**src/rtl/cpu_types_pkg.sv**
```systemverilog
// Shared datapath types, plus the branch predictor's counter type and defaults.
package cpu_types_pkg;

    typedef logic [31:0] word_t;

    localparam int BP_MAX_CTR_W = 4;
    typedef logic [BP_MAX_CTR_W-1:0] bp_ctr_t;

    localparam int BP_DEFAULT_ENTRIES = 16;
    localparam int BP_DEFAULT_CTR_W   = 2;

    function automatic word_t seqPc(input word_t p);
        return p + 32'd4;
    endfunction

endpackage

```
**src/rtl/sat_counter.sv**
```systemverilog
// W-bit up/down counter step that sticks at all-ones going up and at zero going down.
module sat_counter #(
    parameter int W = 2
) (
    input  logic [W-1:0] cur,
    input  logic         inc,
    output logic [W-1:0] nxt
);

    always_comb begin
        nxt = cur;
        if (inc && (cur != {W{1'b1}})) begin
            nxt = cur + 1'b1;
        end else if (!inc && (cur != '0)) begin
            nxt = cur - 1'b1;
        end
    end

endmodule

```
**src/rtl/branch_predictor.sv**
```systemverilog
// Direct-mapped BTB with per-entry saturating direction counters; combinational
// lookup for fetch, edge-triggered update from execute.
module branch_predictor
    import cpu_types_pkg::*;
#(
    parameter int ENTRIES = BP_DEFAULT_ENTRIES,
    parameter int CTR_W   = BP_DEFAULT_CTR_W,
    parameter int IDX_W   = $clog2(ENTRIES),
    parameter int TAG_W   = 32 - IDX_W - 2
) (
    input  logic  CLK,
    input  logic  nRST,
    input  word_t pc,
    output logic  pred_hit,
    output logic  pred_taken,
    output word_t pred_target,
    input  logic  upd_valid,
    input  word_t upd_pc,
    input  logic  upd_taken,
    input  word_t upd_target,
    input  logic  upd_mispredict,
    input  logic  flush_tbl,
    output word_t mispredict_cnt
);

    typedef struct packed {
        logic             valid;
        logic [TAG_W-1:0] tag;
        word_t            target;
        logic [CTR_W-1:0] ctr;
    } entry_t;

    entry_t entryTable_q [ENTRIES];
    entry_t lookEntry;
    entry_t updEntry;
    entry_t entry_d;
    logic   writeEn;

    logic [IDX_W-1:0] lookIdx;
    logic [IDX_W-1:0] updIdx;
    logic [TAG_W-1:0] lookTag;
    logic [TAG_W-1:0] updTag;
    logic             updHit;
    logic [CTR_W-1:0] ctrNext;

    word_t mispredictCnt_q;
    word_t mispredictCnt_d;

    logic unusedUpdPcLow;
    assign unusedUpdPcLow = ^upd_pc[1:0];

    assign lookIdx   = pc[IDX_W+1:2];
    assign lookTag   = pc[31:IDX_W+2];
    assign updIdx    = upd_pc[IDX_W+1:2];
    assign updTag    = upd_pc[31:IDX_W+2];
    assign lookEntry = entryTable_q[lookIdx];
    assign updEntry  = entryTable_q[updIdx];
    assign updHit    = updEntry.valid && (updEntry.tag == updTag);

    // Lookup reads only registered table state, so a same-cycle update is not bypassed.
    always_comb begin
        pred_hit    = lookEntry.valid && (lookEntry.tag == lookTag);
        pred_taken  = pred_hit && lookEntry.ctr[CTR_W-1];
        pred_target = pred_taken ? lookEntry.target : seqPc(pc);
    end

    sat_counter #(
        .W (CTR_W)
    ) u_updCtr (
        .cur (updEntry.ctr),
        .inc (upd_taken),
        .nxt (ctrNext)
    );

    always_comb begin
        entry_d = updEntry;
        writeEn = 1'b0;
        if (upd_valid) begin
            if (updHit) begin
                writeEn     = 1'b1;
                entry_d.ctr = ctrNext;
                if (upd_taken) begin
                    entry_d.target = upd_target;
                end
            end else if (upd_taken) begin
                // New entries start weakly taken: MSB set, lower bits clear.
                writeEn              = 1'b1;
                entry_d.valid        = 1'b1;
                entry_d.tag          = updTag;
                entry_d.target       = upd_target;
                entry_d.ctr          = '0;
                entry_d.ctr[CTR_W-1] = 1'b1;
            end
        end
    end

    always_ff @(posedge CLK or negedge nRST) begin
        if (!nRST) begin
            for (int i = 0; i < ENTRIES; i++) begin
                entryTable_q[i] <= '0;
            end
        end else if (flush_tbl) begin
            for (int i = 0; i < ENTRIES; i++) begin
                entryTable_q[i].valid <= 1'b0;
            end
        end else if (writeEn) begin
            entryTable_q[updIdx] <= entry_d;
        end
    end

    // Mispredicts are counted even when a flush discards the accompanying update.
    always_comb begin
        mispredictCnt_d = mispredictCnt_q;
        if (upd_valid && upd_mispredict && (mispredictCnt_q != 32'hFFFF_FFFF)) begin
            mispredictCnt_d = mispredictCnt_q + 32'd1;
        end
    end

    always_ff @(posedge CLK or negedge nRST) begin
        if (!nRST) begin
            mispredictCnt_q <= '0;
        end else begin
            mispredictCnt_q <= mispredictCnt_d;
        end
    end

    assign mispredict_cnt = mispredictCnt_q;

endmodule

```
**config.mk**
```make
export PLATFORM = sky130hd
export DESIGN_NAME = branch_predictor
export DESIGN_NICKNAME = d
export VERILOG_FILES = /design/src/rtl/cpu_types_pkg.sv /design/src/rtl/sat_counter.sv /design/src/rtl/branch_predictor.sv
export SDC_FILE = /design/constraint.sdc
export NUM_CORES = 2
export LEC_CHECK = 0
export ABC_AREA = 1
export BUFFER_PORTS_ARGS = -buffer_cell sky130_fd_sc_hd__buf_2
export CELL_PAD_IN_SITES_DETAIL_PLACEMENT = 0
export CELL_PAD_IN_SITES_GLOBAL_PLACEMENT = 1
export CORE_MARGIN = 8
export CORE_UTILIZATION = 35
export CTS_CLUSTER_SIZE = 10
export DETAILED_ROUTE_END_ITERATION = 16
export HOLD_SLACK_MARGIN = 0.03
export PLACE_DENSITY = 0.68
export SYNTH_ARGS = -nofsm -noshare
export SYNTH_HDL_FRONTEND = slang
export SYNTH_SLANG_ARGS = --single-unit
```
**constraint.sdc**
```tcl
create_clock -name CLK -period 8.1 [get_ports CLK]
set_input_delay 1.62 -clock CLK [delete_from_list [all_inputs] [get_ports CLK]]
set_output_delay 1.62 -clock CLK [all_outputs]
set_load 0.01 [all_outputs]
```
## Yosys cells after proc, flatten, opt, wreduce, memory -nomap -nowiden

Index checks and enable logic that the tools add are counted.

- Add/subtract/negate cells: 4
- Multipliers: 0
- Divide/modulo/power cells: 0
- Magnitude comparators: 3
- Equality and inequality tests: 4
- Shifts and indexed selects: 0
- Multiplexer cells: 37
- Bitwise gates (word level): 3
- Reduce and logical (&&, ||, !) cells: 12

Operators with widths:

| kind | number |
|---|---|
| $bwmux W976 | 1 |
| $mux W976 | 1 |
| $bmux W61 S4 | 2 |
| $mux W61 | 7 |
| $demux W61 S4 | 1 |
| $mux W32 | 2 |
| $eq A26 B26 Y1 | 2 |
| $mux W34 | 1 |
| $add A32 B1 Y32 const B | 1 |
| $add A32 B3 Y32 const B | 1 |
| $ne A32 B32 Y1 const B | 1 |
| $mux W27 | 1 |
| $mux W1 | 19 |
| $ge A5 B5 Y1 const B | 2 |
| $not A4 Y5 | 2 |
| $logic_and A1 B1 Y1 | 8 |
| $lt A5 B1 Y1 const B | 1 |
| $mux W2 | 2 |
| $reduce_bool A2 Y1 | 2 |
| $add A2 B1 Y2 const B | 1 |
| $ne A2 B2 Y1 const B | 1 |
| $reduce_and A2 Y1 | 1 |
| $sub A2 B1 Y2 const B | 1 |
| $logic_not A1 Y1 | 1 |
| $not A1 Y1 | 1 |

- Register bits after elaboration: 1,008
- Latch bits: 0
- RAM bits: 0
- Memory bits (read-only): 0
- Word-level logic and storage cells: 128
- Memories kept: 0

## Longest topological paths before layout

- Depth after elaboration: 13
- Mapped depth: 26
- Mapped depth without buffers: 21

## Modules after synthesis

A second synthesis with hierarchy kept.

- Cell total of the unflattened synthesis: 7,901
- Area, all modules: 56,377.8 µm²

Modules (own cells, without submodules):

| module | instances | cells each | area each (µm²) | seq. area each (µm²) |
|---|---|---|---|---|
| branch_predictor | 1 | 7,884 | 56,294.0 | 25,224.2 |
| sat_counter | 1 | 17 | 83.8 | 0.0 |

## Worst setup path after synthesis

No wires, ideal clock.

- Path type: in2out
- From: input port pc[2]
- To: output port pred_target[0]
- Data arrival time: 4.027 ns
- Data required time: 6.480 ns
- Setup slack: 2.453 ns
- Cell stages on the path: 17
- Buffers on the path: 4
- Path through: buf_4 > inv_2 > clkbuf_1 > clkbuf_1 > nor2_1 > o211ai_1 > nand3_1 > nand3_1 > nand2_1 > nor2_1 > nand3b_1 > nor2_1 > nand2_1 > nor2_1 > nand2_1 > clkbuf_1 > o21ai_0

- Word-level cells in the longest chain between the ends: 8

Ends and longest elaborated chain:

| what | line | text |
|---|---|---|
| start, declared | branch_predictor.sv:13 | `input word_t pc,` |
| $not A4 Y5 (not written as such) (*) | branch_predictor.sv:56 | `assign lookEntry = entryTable_q[lookIdx];` |
| $bmux W61 S4 (*) | branch_predictor.sv:56 |  |
| $mux W61 (not written as such) (*) (2 in a row) | branch_predictor.sv:56 |  |
| $eq A26 B26 Y1 | branch_predictor.sv:62 | `pred_hit = lookEntry.valid && (lookEntry.tag == lookTag);` |
| $logic_and A1 B1 Y1 (*) | branch_predictor.sv:62 |  |
| via pred_hit | branch_predictor.sv:14 | `output logic pred_hit,` |
| $logic_and A1 B1 Y1 (*) | branch_predictor.sv:63 | `pred_taken = pred_hit && lookEntry.ctr[CTR_W-1];` |
| $mux W32 (*) | branch_predictor.sv:64 | `pred_target = pred_taken ? lookEntry.target : seqPc(pc);` |
| end, declared | branch_predictor.sv:16 | `output word_t pred_target,` |

The timed path passes the listed nets; every way through them passes the cells marked *. The select of a mux whose other input is x is not followed.

## Worst setup path in the final report

- From: input port pc[5]
- To: output port pred_target[23]

- Word-level cells in the longest chain between the ends: 8
- Elaborated cells between the ends (all ways): 9

Ends and longest elaborated chain:

| what | line |
|---|---|
| $not A4 Y5 (not written as such) | branch_predictor.sv:56 |
| $bmux W61 S4 | branch_predictor.sv:56 |
| $mux W61 (not written as such) (2 in a row) | branch_predictor.sv:56 |
| $eq A26 B26 Y1 | branch_predictor.sv:62 |
| $logic_and A1 B1 Y1 | branch_predictor.sv:62 |
| $logic_and A1 B1 Y1 | branch_predictor.sv:63 |
| $mux W32 (*) | branch_predictor.sv:64 |

Every way passes the cells marked *; elsewhere a longest branch is shown, timed or not. The select of a mux whose other input is x is not followed.

==> results.md <==
- Status: finished, final reports clean
- Final worst path period share: 92.38%
- Final Hold Fails: 0
- Initial DRC Count: 6886
- Synth top cells by count: nand2_1 (3138), o21ai_0 (1038), dfrtp_1 (1008), nor2_1 (539), clkbuf_1 (312)
- Top cell type by total area after synthesis: dfrtp_1
- Total power: 13.06 mW
- FF+latch area: 0.02522 sq mm
- Total power per unit cell area: 206.7 mW/mm^2
- Beginning of the worst hold path: entryTable_q[481]$_DFFE_PN0P_
- Psw: 3.940 mW
- Grt total ovfl: 0
- Max VDD drop: 0.0001713 V
- Gp weighted congestion: 0.9197
- IO Pins: 168
- Synth top area share: 44.32%
- Maxcap violations: 0
- Worst EP required: 6.48 ns
- Worst hold path type: reg2reg
- Resize count post-CTS: 0
- DRC: 0
- Initial cell density of the core: 35.08%
- Synth cell types: 51
- Largest family of logic cells by synthesized area: simple AND/OR/NAND/NOR gates
- Leak Pwr: 30.30 nW
- Synth Flop Type: dfrtp_1
- Routed length per instance: 25.60 microns
- Achievable Freq: 133.6 MHz
- Synth Area in Adders: 0.08794%
- Die height: 419.2 microns
- XOR/XNOR Fraction of Synth Area: 0.9849%
- CP Capture Type: primary output
- Clock Sink Count: 1008
- RSZ-0062 raised after global routing: no
- Drt pass-1 iters: 8
- Final Critical Period: 7.483 ns
- Initial antenna violation count: 27
- Drt total wl: 256900 microns
- CTS tree: done
- Post-CTS Setup Inserts: 0
- # nets final: 7886
- Fraction of layout cells with a size suffix above 1: 7.301%
- R2r endpoint: entryTable_q[441]$_DFFE_PN0P_
- Warnings from Yosys: 0
- DP HPWL: 146900 microns
- Sequential share of power: 43.4%
- Post-synthesis simple-gate area fraction: 27.14%
- Worst Hold Depth: 2
- Worst Path Arrival: 5.86 ns
- Syn Area/Cell: 7.166 sq um
- Reg2reg path depth: 20
- Sequential-to-total area share from yosys stat: 44.32%
- Cell Int Power: 9.123 mW
- Routed Antenna Nets: 0
- FP Rows: 148
- Global-route wire length before repair: 372600 microns
- Full die area: 0.1758 sq mm
- Number of global-route vias before repair: 53123
- Setup TNS Final: 0 ns
- Worst reg-to-reg setup slack: 3.81 ns
- Area taken by multi-input logic gates: 0.02783 sq mm
- Hold_ws: 0.4784 ns
- Htree depth: 4
- Clock Latency Late Sink: 0.79 ns
- Largest cells by area after synthesis: dfrtp_1 (44%), nand2_1 (21%), o21ai_0 (9.1%), nor2_1 (3.6%), a22oi_1 (3.5%)
- Clock slew at reported path FFs: 0.06 ns
- Final Max Slew Viols: 0
- Endpoints failing setup: 0
- Filler cell count: 17075
- Root Buffer: clkbuf_16
- Clk pwr share: 42.5%
- Ys async rst share: 100.0%
- Critical path type: in2out
- Syn_nets: 8048
- Cell count after synthesis: 7942
- Startpoint Class: input port
- Sw Share: 30.16%
- Buffers on Ports: 165
- Clock buffer count from CTS: 130
- R2r startpoint: entryTable_q[297]$_DFFE_PN0P_
- Vias/cell: 5.624
- Largest net degree at the start of global routing: 162
- Logic pwr share: 14.2%
- Count leader, synth: nand2_1
- Cts hold-fix bufs: 0
- Worst-path fanout max: 17
- Max Root-Sink Buffers: 3
- Slew @ Worst Pin: 1.292 ns
- Number of vias in the routed layout: 56439
- Netlist Area Pre-Place: 0.05691 sq mm
- Hold worst-path end: entryTable_q[481]$_DFFE_PN0P_
- Post-synth EDFFs: 0
- Mux share of post-synthesis cell area: 0.03957%
- GRT Overall Usage: 28.31%
- Post-synthesis compound-gate area fraction: 20.23%
- Die Wd: 419.2 microns
- #FFs+latches synth: 1008
- Core area: 0.1622 sq mm
- Layout area overhead: 11.06%
- Slew headroom: 13.84%
- Clock Skew: 0.02822 ns
==> cells in the final DEF (no fill, tap or decap), types with 35 or more instances in the layout <==
cell type | Yosys | layout
o211ai_1 | 37 | 37
a22oi_1 | 269 | 269
o22ai_1 | 122 | 122
buf_4 | 35 | 142
buf_2 | 208 | 159
nor2_1 | 539 | 536
a21oi_1 | 285 | 285
o21ai_1 | 138 | 136
o21ai_0 | 1038 | 1038
inv_1 | 287 | 284
xor2_1 | 50 | 50
clkbuf_16 | 0 | 132
o221ai_1 | 45 | 45
dfrtp_1 | 1008 | 1008
nand3_1 | 122 | 117
nor3_1 | 35 | 35
nand2_1 | 3138 | 3135
==> worst max-delay path: stages <==
cell	delay [ns]
buf_2	0.35
inv_4	0.09
nor2_4	0.88
buf_4	0.40
nand2_1	0.08
nand2_1	0.12
inv_1	0.07
nand3_1	0.13
o21ai_0	0.11
nor2_1	0.10
nand2_1	0.07
nor2_1	0.10
nand2_1	0.05
nor2_1	0.13
buf_4	0.14
nand2_1	0.33
o21ai_0	0.79
buf_2	0.26
==> registers in the layout (all words and copies together), names as in the netlist <==
name            count
entryTable_q      976
mispredict_cnt     32
==> per-layer routing <==
layer | GRT usage [%] | wire [microns] | part of all wire [%]
met2 | 44.12 | 113700 | 44
met3 | 4.973 | 22140 | 8.6
met1 | 37.71 | 106300 | 41
met4 | 14.61 | 14710 | 5.7
met5 | 0 | 32 | 0.012
==> layout make-up <==
type	count	area share (%)
Antenna cell	13	0.05147
Clock buffer	177	5.731
Clock inverter	23	0.4612
Inverter	299	1.831
Multi-Input combinational cell	6016	44.04
Sequential cell	1008	39.91
Tap cell	2175	4.306
Timing Repair Buffer	325	3.674
==> stage by stage <==
step	std cells	utilization (%)	setup slack [ns]	area [sq um]
after floorplan	7942	-	2.453	56910
after global placement	9823	36.53	0.7542	59260
after detailed placement	9823	36.53	0.7640	59260
after CTS	10023	38.94	0.7455	63170
after global routing	10032	38.96	0.4988	63190
final	10036	38.96	0.6168	63200
==> power by group through the flow <==
stage                     registers [mW]  logic (mW)  clock network, mW
final                               5.67        1.85               5.55
after global placement              5.74        1.80                  0
after global routing                5.71        2.04               5.81
after CTS                           5.66        1.83               5.64
after detailed placement            5.74        1.83                  0
after floorplan                     5.68        1.10                  0
==> how the worst max path moves through the flow <==
stage          startpoint               to  slack [ns]
6_report            pc[5]  pred_target[23]        0.62
5_1_grt             pc[2]  pred_target[23]        0.50
4_1_cts             pc[5]   pred_target[5]        0.75
3_5_place_dp        pc[5]   pred_target[4]        0.76
3_3_place_gp        pc[5]   pred_target[5]        0.75
2_1_floorplan       pc[2]   pred_target[0]        2.45
==> kinds of logic after synthesis <==
| family | after synthesis |
|---|---|
| simple gates | 3933 |
| fa+ha+maj | 4 |
| mux | 2 |
| flops | 1008 |
| xor+xnor | 64 |
| compound gates | 2013 |
| buf+inv | 918 |
Note: power is estimated with default switching activity, not from simulation.
